## src/rtl/fifo_tlp.sv

```systemverilog
// Synchronous single-clock FIFO with registered read port, programmable
// almost-full/almost-empty thresholds and a sticky overflow/underflow flag.
module fifo_tlp #(
    parameter int DATA_WIDTH = 6,
    parameter int ADDR_WIDTH = 3
) (
    input  logic                  clk,
    input  logic                  reset,
    input  logic                  wr_enable,
    input  logic [DATA_WIDTH-1:0] data_in,
    input  logic                  rd_enable,
    input  logic [ADDR_WIDTH:0]   umbral_alto,
    input  logic [ADDR_WIDTH:0]   umbral_bajo,
    output logic [DATA_WIDTH-1:0] data_out,
    output logic                  valid_out,
    output logic                  FIFOempty,
    output logic                  FIFOfull,
    output logic                  FIFOpause,
    output logic                  FIFOcontinue,
    output logic                  FIFOerror
);

    localparam int DEPTH = 2 ** ADDR_WIDTH;
    localparam logic [ADDR_WIDTH:0] FULL_COUNT = {1'b1, {ADDR_WIDTH{1'b0}}};

    logic [DATA_WIDTH-1:0] mem [DEPTH];
    logic [ADDR_WIDTH-1:0] wr_ptr;
    logic [ADDR_WIDTH-1:0] rd_ptr;
    logic [ADDR_WIDTH:0]   count;

    logic push_ok;
    logic pop_ok;
    logic overflow;
    logic underflow;

    // Request semantics: wr_enable/rd_enable are one-cycle requests with no
    // back-pressure; a request the FIFO cannot honour is dropped and latched
    // as an error. A pop frees a slot for a push on the same edge when full,
    // but an empty FIFO never forwards the word being pushed.
    assign pop_ok    = rd_enable && (count != '0);
    assign push_ok   = wr_enable && ((count != FULL_COUNT) || pop_ok);
    assign overflow  = wr_enable && !push_ok;
    assign underflow = rd_enable && !pop_ok;

    // Storage is deliberately left out of reset; the count guards every read.
    always_ff @(posedge clk) begin
        if (push_ok) begin
            mem[wr_ptr] <= data_in;
        end
    end

    always_ff @(posedge clk or negedge reset) begin
        if (!reset) begin
            wr_ptr    <= '0;
            rd_ptr    <= '0;
            count     <= '0;
            data_out  <= '0;
            valid_out <= 1'b0;
            FIFOerror <= 1'b0;
        end else begin
            valid_out <= pop_ok;
            if (pop_ok) begin
                data_out <= mem[rd_ptr];
                rd_ptr   <= rd_ptr + 1'b1;
            end
            if (push_ok) begin
                wr_ptr <= wr_ptr + 1'b1;
            end
            case ({push_ok, pop_ok})
                2'b10:   count <= count + 1'b1;
                2'b01:   count <= count - 1'b1;
                default: count <= count;
            endcase
            if (overflow || underflow) begin
                FIFOerror <= 1'b1;
            end
        end
    end

    assign FIFOempty    = (count == '0);
    assign FIFOfull     = (count == FULL_COUNT);
    assign FIFOpause    = (count >= umbral_alto);
    assign FIFOcontinue = (count <= umbral_bajo);

endmodule

```

## config.mk

```make
export PLATFORM = sky130hd
export DESIGN_NAME = fifo_tlp
export DESIGN_NICKNAME = d
export VERILOG_FILES = /design/src/rtl/fifo_tlp.sv
export SDC_FILE = /design/constraint.sdc
export NUM_CORES = 1
export LEC_CHECK = 0
export CORE_MARGIN = 5
export CORE_UTILIZATION = 30
export CTS_BUF_LIST = sky130_fd_sc_hd__clkbuf_2
export CTS_CLUSTER_DIAMETER = 200
export DETAILED_ROUTE_END_ITERATION = 12
export PLACE_DENSITY = 0.53
export SYNTH_ARGS = -nofsm -noshare
export SYNTH_HDL_FRONTEND = slang
export SYNTH_SLANG_ARGS = --single-unit
```

## constraint.sdc

```tcl
create_clock -name clk -period 2.39 [get_ports clk]
set_clock_uncertainty 0.05 [all_clocks]
set_input_delay 0.478 -clock clk [delete_from_list [all_inputs] [get_ports clk]]
set_output_delay 0.478 -clock clk [all_outputs]
set_load 0.01 [all_outputs]
```

==> summary.txt <==
Status
  – Result of the run: finished with violations
  – Violated checks: negative setup slack

Timing
  – Worst max-slew margin expressed relative to the limit: 59.9%
  – Setup slack after layout: -0.0284 ns
  – Hold Violations, Final: 0
  – Upper clock frequency limit: around 410 MHz
  – Tcrit/Tclk final: 101%
  – Setup repair after global routing missed its margin: yes
  – Worst-Margin Slew: roughly 0.6 ns
  – Final Max Tran Viols: 0
  – Post-route worst hold slack: 0.259 ns
  – Post-layout minimum cycle time: 2.42 ns
  – Final-report setup violation count: 2

Worst setup path
  – Cells along the critical path: ha_1, nor2b_1, o21a_1, o21a_1, o21ai_1, buf_2
  – Slowest-stage cell, CP: sky130_fd_sc_hd__dfrtp_1
  – Type of origin of the critical path: flop
  – Maximum fanout count along the critical path: 3
  – CP peak stage delay: 0.45 ns
  – Worst reg2reg path startpoint: count[0]$_DFFE_PN0P_
  – Class of the most critical setup path: flop to output port
  – Kind of cell adding the most delay to the critical path: flip-flops
  – Register-to-register path setup slack: 0.03 ns
  – Required time at the worst-slack endpoint: 1.86 ns
  – Cell depth of the worst flop-to-flop path: 11
  – CP Capture Type: output port
  – Endpoint of the most critical register-to-register path: count[3]$_DFFE_PN0P_
  – Buffers & Inverters on Critical Path: 1
  – Data arrival at the endpoint of the critical path: around 1.9 ns
  – CP most frequent cell: sky130_fd_sc_hd__o21a_1

Logic synthesis
  – Most area-consuming cells after synthesis: sky130_fd_sc_hd__edfxtp_1 48%, sky130_fd_sc_hd__dfrtp_1 15%, sky130_fd_sc_hd__mux2_2 5.2%, sky130_fd_sc_hd__ha_1 5.0%, sky130_fd_sc_hd__mux2i_1 4.3%
  – Syn Area/Cell: ~14 um2
  – Predominant post-synthesis flop cell: sky130_fd_sc_hd__edfxtp_1
  – Synth Net Count: approximately 240
  – Sequential share of the synthesized area: between 60% and 70%
  – Proportion of synthesized flip-flops having asynchronous set or reset: a little over a quarter
  – Library cells used by synthesis: 36
  – #FFs+latches synth: 66
  – Gate Count Post-Synth: between 200 and 250
  – Yosys warning count: 0
  – Cell area after synthesis: about 0.003 mm2
  – Yosys top cell area share: a little under half
  – Library cell occupying the most area in the post-synthesis netlist: sky130_fd_sc_hd__edfxtp_1
  – EDFF count, synth: 48

Global route
  – Global-route wire length before repair: 9490 um
  – Maximum number of pins on one net before global-route repair: 19
  – Number of antenna violations at the first check in global routing: 0
  – Remaining global-route overflow: 0
  – Number of global-route vias before repair: about 1900
  – Total routing resource utilization after global routing: roughly a tenth

Route
  – Remaining design rule violation count: 0
  – Vias per inst: ~4.4
  – Antenna-violating nets left: 0
  – Detail-routed net length per standard cell: between 10 and 15 um
  – Detailed Route Iter0 Violations: 71
  – DRT Pass-1 Iters: 4
  – Vias: approximately 1800
  – Aggregate routed wire length: between 5000 and 6000 um

Cells and area
  – Layout cell share with drive strength beyond 1: between 30% and 40%
  – NumNets Final: about 300
  – Antenna diodes: 0
  – Area growth from synthesis to layout: 26.0%
  – Top library cells by usage in the layout, fill and taps aside: 48 x sky130_fd_sc_hd__edfxtp_1, 27 x sky130_fd_sc_hd__buf_4, 24 x sky130_fd_sc_hd__clkdlybuf4s50_1
  – Number of fill cells in the layout: approximately 960
  – Leading cell type in the layout, fill and taps excluded: sky130_fd_sc_hd__edfxtp_1

CTS
  – # H-tree levels: 3
  – TritonCTS clock tree: done
  – Maximum root-to-sink buffer count: 2
  – Root buffer cell: sky130_fd_sc_hd__clkbuf_2
  – Insertion delay of the later-clocked pin in the worst-skew pair: 0.48 ns
  – Clock-pin transition on the worst setup and hold timing paths: 0.17 ns
  – Total clock sinks: between 60 and 70
  – Clock buffers created by TritonCTS: 9

Floorplanning
  – Num ports: 30
  – Placeable core region: about 0.01 mm2
  – Die Height: approximately 110 um
  – Full die area: 0.0121 mm2
  – Rows: 36
  – Die X: ~110 um
  – Effective utilization at floorplan: 30.7%

Min path
  – Kind of path behind the tightest hold check: primary input to async pin

Pwr
  – Max rail drop VDD: about 420 uV
  – Total design power: slightly above 4 mW
  – Pwr per Cell Area: approximately 1100 mW/mm2
  – Leakage power summed over all cells: about 1.5 nW

Placement
  – HPWL after DPL: slightly above 4000 um
  – Global placer's final weighted congestion: 0.726
  – Port Buf Inserts: 29

Run
  – Max capacitance violation total: 0
-- power by group --
group | leakage [nW] | switching, mW | internal (mW)
clock network | 0.0631 | 0.370 | 0.142
registers | 0.647 | 0.203 | 1.51
logic | 0.789 | 0.834 | 0.996
total | 1.50 | 1.41 | 2.65
-- state kept, by name, indices dropped and copies added (netlist names) --
register   cells
count          4
valid_out      1
rd_ptr         3
FIFOerror      1
mem           48
wr_ptr         3
data_out       6
-- cells by family after synthesis --
group                    Yosys count  synth area share [%]
flip-flops                        66                  63.0
AND/OR/NAND/NOR                   43                  6.58
AO/OA/AOI/OAI                     32                  8.71
multiplexers                      29                  10.6
XOR/XNOR                           7                  2.04
buffers and inverters             18                  3.42
adder cells (fa/ha/maj)           13                  5.67
-- stage by stage --
stage                     instances  setup TNS (ns)  cell area [um2]  setup WS (ns)  utilization, %
after global placement          387          -0.996             3620         -0.527            37.0
after detailed placement        387           -1.00             3620         -0.537            37.0
after CTS                       410          -0.141             3780        -0.0873            38.7
after global routing            410          -0.373             3780         -0.159            38.7
after floorplan                 208         -0.0288             3050        -0.0288               -
final                           410         -0.0436             3780        -0.0284            38.7
-- synthesized netlist by cell type (2+ instances only) --
master / number
sky130_fd_sc_hd__a21o_1: 3
sky130_fd_sc_hd__xor2_1: 2
sky130_fd_sc_hd__nand2b_1: 6
sky130_fd_sc_hd__xnor2_1: 5
sky130_fd_sc_hd__nor2b_1: 2
sky130_fd_sc_hd__o21ai_1: 5
sky130_fd_sc_hd__nand2_1: 16
sky130_fd_sc_hd__nor2_1: 10
sky130_fd_sc_hd__edfxtp_1: 48
sky130_fd_sc_hd__inv_1: 12
sky130_fd_sc_hd__nor3_1: 2
sky130_fd_sc_hd__o21a_1: 2
sky130_fd_sc_hd__ha_1: 12
sky130_fd_sc_hd__buf_4: 2
sky130_fd_sc_hd__dfrtp_1: 18
sky130_fd_sc_hd__or3_1: 2
sky130_fd_sc_hd__mux2_4: 2
sky130_fd_sc_hd__buf_6: 2
sky130_fd_sc_hd__o21ai_0: 2
sky130_fd_sc_hd__nand3_1: 3
sky130_fd_sc_hd__mux2_2: 14
sky130_fd_sc_hd__a21oi_1: 2
sky130_fd_sc_hd__a221o_1: 6
sky130_fd_sc_hd__o22ai_1: 6
sky130_fd_sc_hd__mux2i_1: 13
-- per-layer routing --
layer | global-route usage (%) | wire [um] | up-vias
met2 | 17.0 | 2950 | 29
met3 | 2.39 | 182 | 4
li1 | - | - | 899
met1 | 13.5 | 2570 | 866
met4 | 4.81 | 27 | 0
met5 | 0 | 0 | -
-- area by class of cell --
cell class                 count  area [um2]  area share [%]
tap                          133         166            4.40
clock buffer                  12        60.1            1.59
clock inverter                 4        18.8           0.496
multi-input combinational    124        1100            29.0
inverter                      12        45.0            1.19
timing repair buffer          59         505            13.4
sequential                    66        1890            50.0
-- what timing repair did --
item / CTS / global route
hold buffers: 0 / 0
pin swaps: 7 / 2
buffers inserted: 7 / 0
gates cloned: 0 / 0
setup endpoints to repair: 5 / 4
resized for setup: 27 / 1
-- how the worst max path moves through the flow --
stage / start / endpoint / slack (ns) / cells after the start
detailed placement: umbral_bajo[1] / FIFOcontinue / -0.54 / 8
finish: count[1]$_DFFE_PN0P_ / FIFOcontinue / -0.03 / 6
global placement: umbral_bajo[1] / FIFOcontinue / -0.53 / 8
global route: count[1]$_DFFE_PN0P_ / FIFOcontinue / -0.16 / 6
CTS: count[1]$_DFFE_PN0P_ / FIFOcontinue / -0.09 / 6
floorplan: count[1]$_DFFE_PN0P_ / count[3]$_DFFE_PN0P_ / -0.03 / 11
Note: power is estimated with default switching activity, not from simulation.
